`config.mk`:
```
export PLATFORM = sky130hd
export DESIGN_NAME = fir_decimator_flat
export DESIGN_NICKNAME = d
export VERILOG_FILES = /design/src/rtl/fir_decimator_if.sv /design/src/rtl/fir_decimator.sv /design/src/flat_wrapper.sv
export SDC_FILE = /design/constraint.sdc
export NUM_CORES = 1
export LEC_CHECK = 0
export CAP_MARGIN = 40
export CORE_ASPECT_RATIO = 1.5
export CORE_MARGIN = 2
export CORE_UTILIZATION = 58
export DETAILED_ROUTE_END_ITERATION = 10
export GPL_TIMING_DRIVEN = 1
export PLACE_DENSITY_LB_ADDON = 0.12
export REMOVE_ABC_BUFFERS = 1
export SYNTH_ARGS = -nofsm -noshare
export SYNTH_HDL_FRONTEND = slang
export SYNTH_SLANG_ARGS = --single-unit
```
`constraint.sdc`:
```
create_clock -name clk -period 4.45 [get_ports clk]
set_input_delay 0.6675 -clock clk [delete_from_list [all_inputs] [get_ports clk]]
set_output_delay 0.6675 -clock clk [all_outputs]
set_load 0.02 [all_outputs]
```
`src/rtl/fir_decimator_if.sv`:
```
`default_nettype none
// ----------------------------------------------------------------------------
// fir_decimator_if : sample-in / decimated-out bundle for fir_decimator
// Revision 1.0
// ----------------------------------------------------------------------------
interface fir_decimator_if #(
  parameter int N = 7
);
  logic         en;
  logic [N:0]   x_in;
  logic [1:0]   dec_log2;
  logic [N:0]   m_data;
  logic         m_valid;
  logic         m_ready;
  logic         ovf;
  logic         clr_ovf;

  modport master (
    output en, x_in, dec_log2, m_ready, clr_ovf,
    input  m_data, m_valid, ovf
  );

  modport slave (
    input  en, x_in, dec_log2, m_ready, clr_ovf,
    output m_data, m_valid, ovf
  );
endinterface
`default_nettype wire

```
`src/rtl/fir_decimator.sv`:
```
`default_nettype none
// ----------------------------------------------------------------------------
// fir_decimator : averages 2^k-sample windows, 2-entry output FIFO, sticky ovf
// Revision 1.0
// ----------------------------------------------------------------------------
module fir_decimator #(
  parameter int N          = 7,
  parameter int LOG2_M_MAX = 3
) (
  input  wire             clk,
  input  wire             rst,
  fir_decimator_if.slave  bus
);
  localparam int c_acc_w = N + 1 + LOG2_M_MAX;
  localparam int c_sum_w = c_acc_w + 1;
  localparam int c_cnt_w = (LOG2_M_MAX > 0) ? LOG2_M_MAX : 1;
  localparam logic [1:0] c_k_max = 2'(LOG2_M_MAX);

  logic [c_acc_w-1:0] r_acc;
  logic [c_cnt_w-1:0] r_cnt;
  logic [1:0]         r_k;
  logic [N:0]         r_mem [2];
  logic               r_wptr;
  logic               r_rptr;
  logic [1:0]         r_occ;
  logic               r_ovf;

  logic [1:0]         w_k_req;
  logic [1:0]         w_k;
  logic [c_cnt_w:0]   w_m;
  logic               w_last;
  logic               w_done;
  logic [c_sum_w-1:0] w_round;
  logic [c_sum_w-1:0] w_sum;
  logic [N:0]         w_result;
  logic               w_pop;
  logic               w_push;
  logic               w_drop;

  always_comb begin
    w_k_req = (bus.dec_log2 > c_k_max) ? c_k_max : bus.dec_log2;
    // The first sample of a window uses the freshly requested k, later ones the latched k.
    w_k     = (r_cnt == '0) ? w_k_req : r_k;
    w_m     = (c_cnt_w+1)'(1) << w_k;
    w_last  = ({1'b0, r_cnt} == (w_m - (c_cnt_w+1)'(1)));
    w_done  = bus.en && w_last;

    w_round = '0;
    if (w_k != 2'd0)
      w_round = c_sum_w'(1) << (w_k - 2'd1);
    w_sum    = c_sum_w'(r_acc) + c_sum_w'(bus.x_in) + w_round;
    w_result = (N+1)'(w_sum >> w_k);

    w_pop  = (r_occ != 2'd0) && bus.m_ready;
    w_push = w_done && ((r_occ != 2'd2) || w_pop);
    w_drop = w_done && (r_occ == 2'd2) && !w_pop;
  end

  always_ff @(posedge clk) begin
    if (rst) begin
      r_acc <= '0;
      r_cnt <= '0;
      r_k   <= 2'd0;
    end else if (bus.en) begin
      if (r_cnt == '0)
        r_k <= w_k_req;
      if (w_last) begin
        r_acc <= '0;
        r_cnt <= '0;
      end else begin
        r_acc <= r_acc + c_acc_w'(bus.x_in);
        r_cnt <= r_cnt + c_cnt_w'(1);
      end
    end
  end

  always_ff @(posedge clk) begin
    if (rst) begin
      r_mem[0] <= '0;
      r_mem[1] <= '0;
      r_wptr   <= 1'b0;
      r_rptr   <= 1'b0;
      r_occ    <= 2'd0;
    end else begin
      if (w_push) begin
        r_mem[r_wptr] <= w_result;
        r_wptr        <= ~r_wptr;
      end
      if (w_pop)
        r_rptr <= ~r_rptr;
      case ({w_push, w_pop})
        2'b10:   r_occ <= r_occ + 2'd1;
        2'b01:   r_occ <= r_occ - 2'd1;
        default: r_occ <= r_occ;
      endcase
    end
  end

  // A drop in the same cycle as a clear leaves the flag set.
  always_ff @(posedge clk) begin
    if (rst)
      r_ovf <= 1'b0;
    else if (w_drop)
      r_ovf <= 1'b1;
    else if (bus.clr_ovf)
      r_ovf <= 1'b0;
  end

  assign bus.m_data  = r_mem[r_rptr];
  assign bus.m_valid = (r_occ != 2'd0);
  assign bus.ovf     = r_ovf;
endmodule
`default_nettype wire

```
`src/flat_wrapper.sv`:
```
// flat-port wrapper written by rule: the top's interface ports become plain ports
module fir_decimator_flat 
#(
  parameter int N          = 7,
  parameter int LOG2_M_MAX = 3
)
  (clk, rst, bus_en, bus_x_in, bus_dec_log2, bus_m_ready, bus_clr_ovf, bus_m_data, bus_m_valid, bus_ovf);
  fir_decimator_if #(.N(N)) bus_i ();
  input  wire clk;
  input  wire rst;
  input wire logic [$bits(bus_i.en)-1:0] bus_en;
  input wire logic [$bits(bus_i.x_in)-1:0] bus_x_in;
  input wire logic [$bits(bus_i.dec_log2)-1:0] bus_dec_log2;
  input wire logic [$bits(bus_i.m_ready)-1:0] bus_m_ready;
  input wire logic [$bits(bus_i.clr_ovf)-1:0] bus_clr_ovf;
  output wire logic [$bits(bus_i.m_data)-1:0] bus_m_data;
  output wire logic [$bits(bus_i.m_valid)-1:0] bus_m_valid;
  output wire logic [$bits(bus_i.ovf)-1:0] bus_ovf;
  assign bus_i.en = bus_en;
  assign bus_i.x_in = bus_x_in;
  assign bus_i.dec_log2 = bus_dec_log2;
  assign bus_i.m_ready = bus_m_ready;
  assign bus_i.clr_ovf = bus_clr_ovf;
  assign bus_m_data = bus_i.m_data;
  assign bus_m_valid = bus_i.m_valid;
  assign bus_ovf = bus_i.ovf;
  fir_decimator #(.N(N), .LOG2_M_MAX(LOG2_M_MAX)) u_core (.clk(clk), .rst(rst), .bus(bus_i));
endmodule
```
## Word-level counts from Yosys, hierarchy flattened

Memory sizes are Yosys's and may differ from the RTL's. A register that Yosys moved wholly into a read port is not among the register bits.
Index checks and enable logic that the tools add are counted.
W data, S select, Z words.

- Bits in writable memories: 16
- Memories: 1
- Word-level logic and storage cells: 58
- Output and inout port bits: 10
- Flip-flop bits (word level): 21
- Bits of input ports: 15

Memories:

| memory | depth | width | rd ports | clocked after memory_dff | write ports | RTL line | source |
|---|---|---|---|---|---|---|---|
| u_core.r_mem | 2 | 8 | 1 | 1 | 2 | fir_decimator.sv:22 | `logic [N:0] r_mem [2];` |

- Multiplexer cells: 18
- Bitwise operators: 2
- Shifts and indexed selects: 3
- Equality and inequality tests: 5
- $lt $le $gt $ge: 1
- Reduce and logical (&&, ||, !) cells: 13
- Add/subtract/negate cells: 8

Operator list:

| kind | number |
|---|---|
| $add A11 B8 Y12 | 1 |
| $add A12 B12 Y12 | 1 |
| $mux W12 | 1 |
| $shl A1 B2 Y12 const A | 1 |
| $shr A12 B2 Y8 | 1 |
| $add A11 B8 Y11 | 1 |
| $mux W1 | 11 |
| $mux W11 | 1 |
| $mux W8 | 1 |
| $reduce_bool A2 Y1 | 4 |
| $reduce_or A8 Y1 | 1 |
| $logic_and A1 B1 Y1 | 5 |
| $eq A2 B2 Y1 const B | 2 |
| $eq A3 B4 Y1 | 1 |
| $mux W2 | 2 |
| $pmux W2 S2 | 1 |
| $shl A1 B2 Y4 const A | 1 |
| $sub A2 B1 Y2 const B | 2 |
| $sub A4 B1 Y4 const B | 1 |
| $add A3 B1 Y3 const B | 1 |
| $logic_not A3 Y1 | 1 |
| $mux W3 | 1 |
| $add A2 B1 Y2 const B | 1 |
| $eq A2 B1 Y1 const B | 1 |
| other kinds (5) | 6 |

## Logic depth before layout (Yosys ltp)

Gate-level depths: netlist of run 1.

- Depth after elaboration: 13
- Mapped depth: 16
- Depth with buffers taken out: 15

## Worst setup path before layout of run 1

Ideal clock, no wire load.

- Path type: register to register
- Start point: register u_core.r_cnt[0]
- End point: memory u_core.r_mem[0][7] in the netlist's numbering (data pin)
- Setup time: 266 ps
- Data arrival time: 3,780 ps
- Required time: 4,184 ps
- Period minus slack after synthesis: 4,046 ps
- Stages on the path, launching flop included: 17
- Slack: 404 ps
- Buffers on the path: 2
- Path through: dfxtp_1 -> inv_1 -> ha_1 -> and2b_2 -> clkbuf_2 -> mux2_2 -> clkbuf_1 -> nand2_1 -> inv_1 -> fa_1 -> fa_1 -> a21o_1 -> a221oi_1 -> o21ai_0 -> xor2_1 -> o221ai_1 -> a211oi_1

RTL lines:

| item | RTL line | source |
|---|---|---|
| start, declared | fir_decimator.sv:20 | `logic [c_cnt_w-1:0] r_cnt;` |
| start signal, assigned | fir_decimator.sv:72 | `r_cnt <= r_cnt + c_cnt_w'(1);` |
| end, declared | fir_decimator.sv:22 |  |

==> results.yml, run 1 <==
run_status:
  status: "completed"
critical_path:
  rrSetupSlack_ps: 310
  cpMaxStageDelayCell: "fa_1"
  worst_r2r_endpoint: "u_core.r_mem[1][7]"
  critPathLaunchType: "flop"
  cp_slowest_stage_delay_ps: 440
  critPathKind: "flop to flop"
  worstPathArrival_ps: 4250
  crit_path_cell_trace: "inv_1, ha_1, and2b_2, mux2_2, nand2_1, inv_1, fa_1, ha_1, fa_1, a21o_1, a221oi_1, o21ai_0, xor2_1, o221ai_1, a211oi_1"
  reg2reg_from: "u_core.r_cnt[0]"
  critPathMaxFanout: 6
  end_kind: "flop"
  worstPathRequired_ps: 4560
  r2r_cells: 15
synth:
  synth_area_leaders: "edfxtp_1, dfxtp_1, ha_1, fa_1, nor2_1"
  synthArstFlopShare: 0
  synth_top_area_frac: 0.182
  syn_avg_cell_area_sq_um: 9.83
  synth_area_sq_um: 2640
  synth_seq_cells: 38
  ys_types: 49
  syn_inst: 269
  yosysSeqAreaShare: 0.348
  synth_edf_count: 16
  synth_ff_type: "dfxtp_1"
  yosys_warnings: 0
  synth_area_leader_cell: "edfxtp_1"
floorplanning:
  fp.dieArea_sq_um: 5130
  coreArea_sq_um: 4470
  die_h_microns: 86.7
  start_util: 0.592
  die_w_microns: 59.1
  num_rows: 30
  io_pins: 25
routing:
  first_pass_iters: 4
  drt_wl_total_microns: 4980
  drtAntennaViolNets: 0
  drc: 0
  wire_per_inst_microns: 14.3
  drt_iter0_markers: 54
  avgViaCountPerCell: 5.78
  vias: 2011
grt:
  grt_usage: 0.220
  grt_pass1_wl_microns: 8730
  met3_usage: 0.0418
  grt_max_degree: 17
  antenna_found_initial: 0
  grt_pass1_vias: 2024
  grtUsageMet1: 0.247
  use_met2: 0.400
  top_usage_layer: "met2"
  overflow: 0
worst_hold_path:
  whs_endpoint: "u_core.bus.ovf"
  whs_path_depth: 2
  min_from: "u_core.bus.ovf"
  min_path_type: "flop to flop"
timing:
  rsz0062_at_grt: "no"
  setup_viol: 0
  final-hold-violation-count: 0
  slew-limit-headroom: 0.497
  maxSlewViolCount: 0
  fmax_mhz: 241
  fin_ws_ps: 308
  fin_worst_skew_ps: 4.80
  fin_crit_sh: 0.931
  worst_pin_slew_ps: 753
  layout_min_cycle_time_ps: 4140
  fin_tns_setup_ps: 0
pwr:
  p_switching_mw: 0.491
  pwr-share-clk: 0.200
  ir_drop_uv: 282
  total_power_mw: 1.34
  switching_share: 0.366
  pwr-share-comb: 0.463
  seqPwrFrac: 0.337
  powerDensity_nw_per_um2: 438
  p_int_mw: 0.850
  p_leak_nw: 1.29
finish:
  diodes: 0
  drive_gt1_frac: 0.107
  nets: 342
  area_delta_synth_final_pct: 15.7
  n_fill_cell: 392
  layout_commonest_cell: "nor2_1"
  final_cell_mix: "nor2_1, clkdlybuf4s50_1, dfxtp_1"
clock_tree:
  h-tree-depth: 2
  cts_setup_buffers: 0
  clk_latency_ps: 280
  hold_buffers: 0
  numClockSinks: 38
  cts_root_buffer: "clkbuf_8"
  cts.reportedPaths.clkPinSlew_ps: 70
  cts_tree: "built"
  max-clock-path-buffers: 2
  cts_buffers: 5
  cts-resized-gates: 0
placed_design:
  post-place-ws_ps: 112
  numPortBuffers: 24
  dpl.hpwl_microns: 4110
  gp_congestion: 0.962
run:
  cap_viol_max_count: 0
[metal layers]
layer,wire (microns),share of wire
met3,89,0.018
met4,124,0.025
met2,2760,0.56
met1,2000,0.40
met5,0,0
[power groups by stage]
stage | registers (mW) | clock network, mW | logic, mW
final | 0.452 | 0.268 | 0.621
after floorplan | 0.450 | 0 | 0.461
after global placement | 0.459 | 0 | 0.611
after CTS | 0.454 | 0.274 | 0.623
after global routing | 0.460 | 0.288 | 0.692
after detailed placement | 0.461 | 0 | 0.620
[flip-flops by register name, summed over array words and instances, names as in the netlist, named ones only]
signal          count
u_core.r_mem       16
u_core.r_cnt        3
u_core.r_wptr       1
u_core.r_occ        2
u_core.bus.ovf      1
u_core.r_k          2
u_core.r_rptr       1
u_core.r_acc       11
[worst max-delay path: cells and delay by family, from the launching register on]
family	cells	cell delay (ps)
AOI/OAI and AO/OA	5	1130
xor gates and xnor gates	1	190
adders and majority gates	4	1340
buffers and inverters	2	130
DFF	1	420
muxes	1	350
and+or+nand+nor	2	410
[cells in the mapped netlist, types with 2 or more instances]
master and instances:
nor3_1 10, a31oi_1 3, edfxtp_1 16, a22o_1 8
xnor2_1 11, o21ai_0 9, dfxtp_1 22, fa_1 9
or2_2 2, mux2i_1 4, nand2b_1 2, inv_1 15
a211oi_1 5, o211ai_1 3, nand2_1 13, nand3_1 5
a21boi_0 2, a21o_1 6, mux2_2 10, nand4_1 3
nor2b_1 3, a31o_2 2, ha_1 19, xor2_1 11
a21oi_1 17, clkbuf_1 4, nor2_1 32, o21bai_1 2
[stage by stage]
step	instances	instance area, sq um	util	hold WS [ps]
after floorplan	264	2620	-	454
after global placement	340	2950	0.661	463
after detailed placement	340	2950	0.661	478
after CTS	348	3060	0.685	486
after global routing	348	3060	0.685	524
final	348	3060	0.685	485
[worst max path at each step]
stage / startpoint / end / slack (ps) / cells after the start
floorplan: u_core.r_cnt[0] / u_core.r_mem[0][7] / 600 / 15
global placement: bus_dec_log2[1] / u_core.r_mem[1][5] / 210 / 13
detailed placement: bus_dec_log2[1] / u_core.r_mem[1][7] / 110 / 13
CTS: u_core.r_cnt[0] / u_core.r_mem[1][7] / 280 / 15
global route: u_core.r_cnt[0] / u_core.r_mem[1][7] / 20 / 15
finish: u_core.r_cnt[0] / u_core.r_mem[1][7] / 310 / 15
[final cells by class]
type | count | area, sq um | area share
Multi-Input combinational cell | 211 | 1650 | 0.538
Sequential cell | 38 | 921 | 0.301
Timing Repair Buffer | 28 | 270 | 0.0883
Clock buffer | 8 | 105 | 0.0344
Tap cell | 48 | 60.1 | 0.0196
Inverter | 15 | 56.3 | 0.0184
[cell families (layout without fill, tap and decap cells)]
family	Yosys count	in the layout	synth area share
compound gates	65	65	0.170
fa+ha+maj	28	28	0.158
buf+inv	20	51	0.0289
mux	15	15	0.0663
flops	38	38	0.348
simple gates	81	81	0.155
xor+xnor	22	22	0.0729
No activity file was read; power rests on OpenSTA's default activity.
==> run 2: changes to the inputs <==
--- a/config.mk
+++ b/config.mk
@@ -8,7 +8,7 @@
 export CAP_MARGIN = 40
 export CORE_ASPECT_RATIO = 1.5
 export CORE_MARGIN = 2
-export CORE_UTILIZATION = 58
+export CORE_UTILIZATION = 60
 export DETAILED_ROUTE_END_ITERATION = 10
 export GPL_TIMING_DRIVEN = 1
 export PLACE_DENSITY_LB_ADDON = 0.12
==> constraint.sdc (replaced) <==
create_clock -name clk -period 4.8 [get_ports clk]
set_input_delay 0.72 -clock clk [delete_from_list [all_inputs] [get_ports clk]]
set_output_delay 0.72 -clock clk [all_outputs]
set_load 0.02 [all_outputs]
==> results.yml, run 2 (same netlist as run 1, synthesis figures left out) <==
pwr:
  ir_drop_uv: 303
  powerDensity_nw_per_um2: 402
  total_power_mw: 1.22
  p_leak_nw: 1.28
grt:
  grt_pass1_vias: 1992
  antenna_found_initial: 0
  grt_pass1_wl_microns: 8410
  grt_max_degree: 17
  overflow: 0
  grt_usage: 0.219
run:
  cap_viol_max_count: 0
critical_path:
  worstPathArrival_ps: 4320
  crit_buf_inv: 2
  end_kind: "flop"
  worstPathRequired_ps: 4930
  crit_path_cell_trace: "inv_1, ha_1, and2b_2, mux2_2, nand2_1, inv_1, fa_1, ha_1, fa_1, a21o_1, a221oi_1, o21ai_0, xor2_1, o221ai_1, a211oi_1"
  cpMaxStageDelayCell: "fa_1"
  critPathMaxFanout: 6
  critPathKind: "flop to flop"
  critPathLaunchType: "flop"
  cp_slowest_stage_delay_ps: 450
  cp_top_family: "adder cells"
clock_tree:
  hold_buffers: 0
  cts_tree: "built"
  clk_latency_ps: 290
  cts_buffers: 5
  max-clock-path-buffers: 2
  h-tree-depth: 2
  numClockSinks: 38
  cts_root_buffer: "clkbuf_8"
  cts-resized-gates: 0
  cts.reportedPaths.clkPinSlew_ps: 70
  cts_setup_buffers: 0
timing:
  worst_pin_slew_ps: 760
  fin_crit_sh: 0.875
  slew-limit-headroom: 0.493
  fin_tns_setup_ps: 0
  maxSlewViolCount: 0
  fin_ws_ps: 602
  final-hold-violation-count: 0
  layout_min_cycle_time_ps: 4200
  fmax_mhz: 238
  setup_viol: 0
  hold_ws_ps: 475
  fin_worst_skew_ps: 5.20
  rsz0062_at_grt: "no"
routing:
  avgViaCountPerCell: 5.99
  first_pass_iters: 4
  drt_iter0_markers: 55
  wire_per_inst_microns: 14.6
  vias: 2066
  drtAntennaViolNets: 0
  drt_wl_total_microns: 5040
  drc: 0
finish:
  drive_gt1_frac: 0.100
  final_cell_mix: "nor2_1, clkdlybuf4s50_1, dfxtp_1"
  layout_commonest_cell: "nor2_1"
  fin_area_sq_um: 3030
  fin_util: 0.714
  area_delta_synth_final_pct: 14.7
  layout.cells.non_filler: 345
  largest_reg_flops: 16
  nets: 341
  diodes: 0
  regMostFlops: "u_core.r_mem"
  n_fill_cell: 338
  top_regs: "u_core.r_mem (16), u_core.r_acc (11), u_core.r_cnt (3)"
placed_design:
  dpl.hpwl_microns: 4030
  place_inst: 337
  numPortBuffers: 24
  post-place-ws_ps: 390
  placed_area_sq_um: 2940
  gp_congestion: 0.923
floorplanning:
  fp.dieArea_sq_um: 4960
  io_pins: 25
  die_h_microns: 85.3
  coreArea_sq_um: 4250
  start_util: 0.623
  num_rows: 29
  die_w_microns: 58.2
worst_hold_path:
  min_path_type: "flop to flop"
run_status:
  status: "completed"
==> run 2: final timing paths <==
check | startpoint | endpoint | slack (ps) | cells after the start
worst min-delay path | u_core.bus.ovf | u_core.bus.ovf | 470 | 2
worst max register to register | u_core.r_cnt[0] | u_core.r_mem[1][7] | 600 | 15
worst max-delay path | u_core.r_cnt[0] | u_core.r_mem[1][7] | 600 | 15
worst min register to register | u_core.bus.ovf | u_core.bus.ovf | 470 | 2
==> run 2: layer usage <==
metal | GRT usage | part of all wire | vias up
met5 | 0 | 0 | -
met4 | 0.0930 | 0.023 | 0
met2 | 0.418 | 0.56 | 32
met1 | 0.224 | 0.40 | 985
li1 | - | - | 1037
met3 | 0.0366 | 0.023 | 12
==> run 2: power breakdown <==
group	switching [mW]	internal [mW]	total, mW	leakage, nW
registers	0.0396	0.380	0.419	0.346
logic	0.308	0.266	0.573	0.884
clock network	0.110	0.117	0.228	0.0455
total	0.458	0.762	1.22	1.28
==> run 2: worst reg2reg max path, stage by stage (launching register included) <==
cell,delay (ps)
dfxtp_1,410
inv_1,60
ha_1,250
and2b_2,270
mux2_2,350
nand2_1,130
inv_1,70
fa_1,450
ha_1,240
fa_1,400
a21o_1,210
a221oi_1,360
o21ai_0,190
xor2_1,210
o221ai_1,200
a211oi_1,240
==> run 2: layout make-up <==
class / count / area, sq um / area share
multi-input combinational: 211 / 1650 / 0.543
timing repair buffer: 27 / 260 / 0.0858
clock buffer: 8 / 90.1 / 0.0297
tap: 46 / 57.6 / 0.0190
sequential: 38 / 921 / 0.304
inverter: 15 / 56.3 / 0.0186
==> run 3: changes to the inputs <==
--- a/config.mk
+++ b/config.mk
@@ -11,7 +11,7 @@
 export CORE_UTILIZATION = 60
 export DETAILED_ROUTE_END_ITERATION = 10
 export GPL_TIMING_DRIVEN = 1
-export PLACE_DENSITY_LB_ADDON = 0.12
+export PLACE_DENSITY = 0.79
 export REMOVE_ABC_BUFFERS = 1
 export SYNTH_ARGS = -nofsm -noshare
 export SYNTH_HDL_FRONTEND = slang
==> results.yml, run 3 (same netlist as run 1, synthesis figures left out) <==
timing:
  worst_pin_slew_ps: 797
  setup_viol: 0
  rsz0062_at_grt: "no"
  final-hold-violation-count: 0
  fmax_mhz: 229
  fin_tns_setup_ps: 0
  fin_worst_skew_ps: 3.40
  fin_crit_sh: 0.908
  maxSlewViolCount: 0
  layout_min_cycle_time_ps: 4360
  slew-limit-headroom: 0.468
clock_tree:
  cts_root_buffer: "clkbuf_8"
  cts-resized-gates: 0
  numClockSinks: 38
  clk_latency_ps: 280
  cts_buffers: 5
  cts.reportedPaths.clkPinSlew_ps: 70
  h-tree-depth: 2
  hold_buffers: 0
  cts_setup_buffers: 0
  cts_tree: "built"
  max-clock-path-buffers: 2
grt:
  grt_pass1_vias: 2070
  grt_pass1_wl_microns: 8880
  grt_max_degree: 17
  grt_usage: 0.228
  antenna_found_initial: 0
  overflow: 0
run_status:
  status: "completed"
pwr:
  p_leak_nw: 1.27
  switching_share: 0.374
  p_int_mw: 0.762
  p_switching_mw: 0.455
  powerDensity_nw_per_um2: 402
  seqPwrFrac: 0.343
  pwr-share-clk: 0.185
  ir_drop_uv: 315
  pwr-share-comb: 0.472
floorplanning:
  coreArea_sq_um: 4250
  die_h_microns: 85.3
  num_rows: 29
  io_pins: 25
  die_w_microns: 58.2
  fp.dieArea_sq_um: 4960
  start_util: 0.623
routing:
  drt_iter0_markers: 72
  drc: 0
  first_pass_iters: 4
  avgViaCountPerCell: 5.98
  drt_wl_total_microns: 5010
  vias: 2058
  wire_per_inst_microns: 14.6
  drtAntennaViolNets: 0
worst_hold_path:
  min_path_type: "flop to flop"
finish:
  layout_commonest_cell: "nor2_1"
  regMostFlops: "u_core.r_mem"
  final_cell_mix: "nor2_1, clkdlybuf4s50_1, dfxtp_1"
  largest_reg_flops: 16
  area_delta_synth_final_pct: 14.4
  top_regs: "u_core.r_mem (16), u_core.r_acc (11), u_core.r_cnt (3)"
  layout.cells.non_filler: 344
  drive_gt1_frac: 0.0973
  diodes: 0
  fin_util: 0.712
  nets: 340
critical_path:
  critPathLaunchType: "flop"
  worstPathRequired_ps: 4900
  worstPathArrival_ps: 4460
  critPathMaxFanout: 6
  end_kind: "flop"
  critPathKind: "flop to flop"
placed_design:
  dpl.hpwl_microns: 4010
  gp_congestion: 0.953
  numPortBuffers: 24
  place_inst: 336
run:
  cap_viol_max_count: 0
==> run 3: worst max-delay path, stage by stage, from the launching register on <==
cell and delay, ps:
dfxtp_1 410, inv_1 60, ha_1 250, and2b_2 280, mux2i_1 420, nand2_1 210
inv_1 110, fa_1 430, ha_1 250, fa_1 400, a21o_1 200, a221oi_1 340
o21ai_0 170, xor2_1 190, o221ai_1 190, a211oi_1 270
==> run 3: worst paths after layout <==
kind / startpoint / to / slack (ps) / depth (start not counted)
worst min-delay path: u_core.bus.ovf / u_core.bus.ovf / 480 / 2
worst max-delay path: u_core.r_cnt[0] / u_core.r_mem[1][7] / 440 / 15
worst max register to register: u_core.r_cnt[0] / u_core.r_mem[1][7] / 440 / 15
worst min register to register: u_core.bus.ovf / u_core.bus.ovf / 480 / 2
==> run 3: layout make-up <==
cell class	count	area (sq um)
Tap cell	46	57.6
Clock buffer	8	90.1
Fill cell	367	1220
Timing Repair Buffer	26	253
Sequential cell	38	921
Inverter	15	56.3
Multi-Input combinational cell	211	1650
==> run 3: metal layers <==
metal	wire length, microns	global-route usage	part of all wire
met1	1990	0.261	0.40
met2	2840	0.407	0.57
met3	113	0.0442	0.023
met4	68	0.0867	0.014
met5	0	0	0
==> run 3: stage by stage <==
step / worst slack, ps / hold slack [ps] / power, mW / instance area (sq um)
final: 442 / 482 / 1.22 / 3020
after global placement: 376 / 461 / 0.983 / 2930
after detailed placement: 262 / 474 / 0.998 / 2930
after floorplan: 953 / 454 / 0.845 / 2620
after global routing: 119 / 504 / 1.31 / 3020
after CTS: 445 / 486 / 1.22 / 3020
==> run 3: power by group through the flow <==
stage / clock network (mW) / logic (mW) / registers [mW]
final: 0.225 / 0.574 / 0.418
after floorplan: 0 / 0.428 / 0.417
after detailed placement: 0 / 0.570 / 0.427
after global placement: 0 / 0.557 / 0.425
after global routing: 0.242 / 0.643 / 0.426
after CTS: 0.229 / 0.575 / 0.419
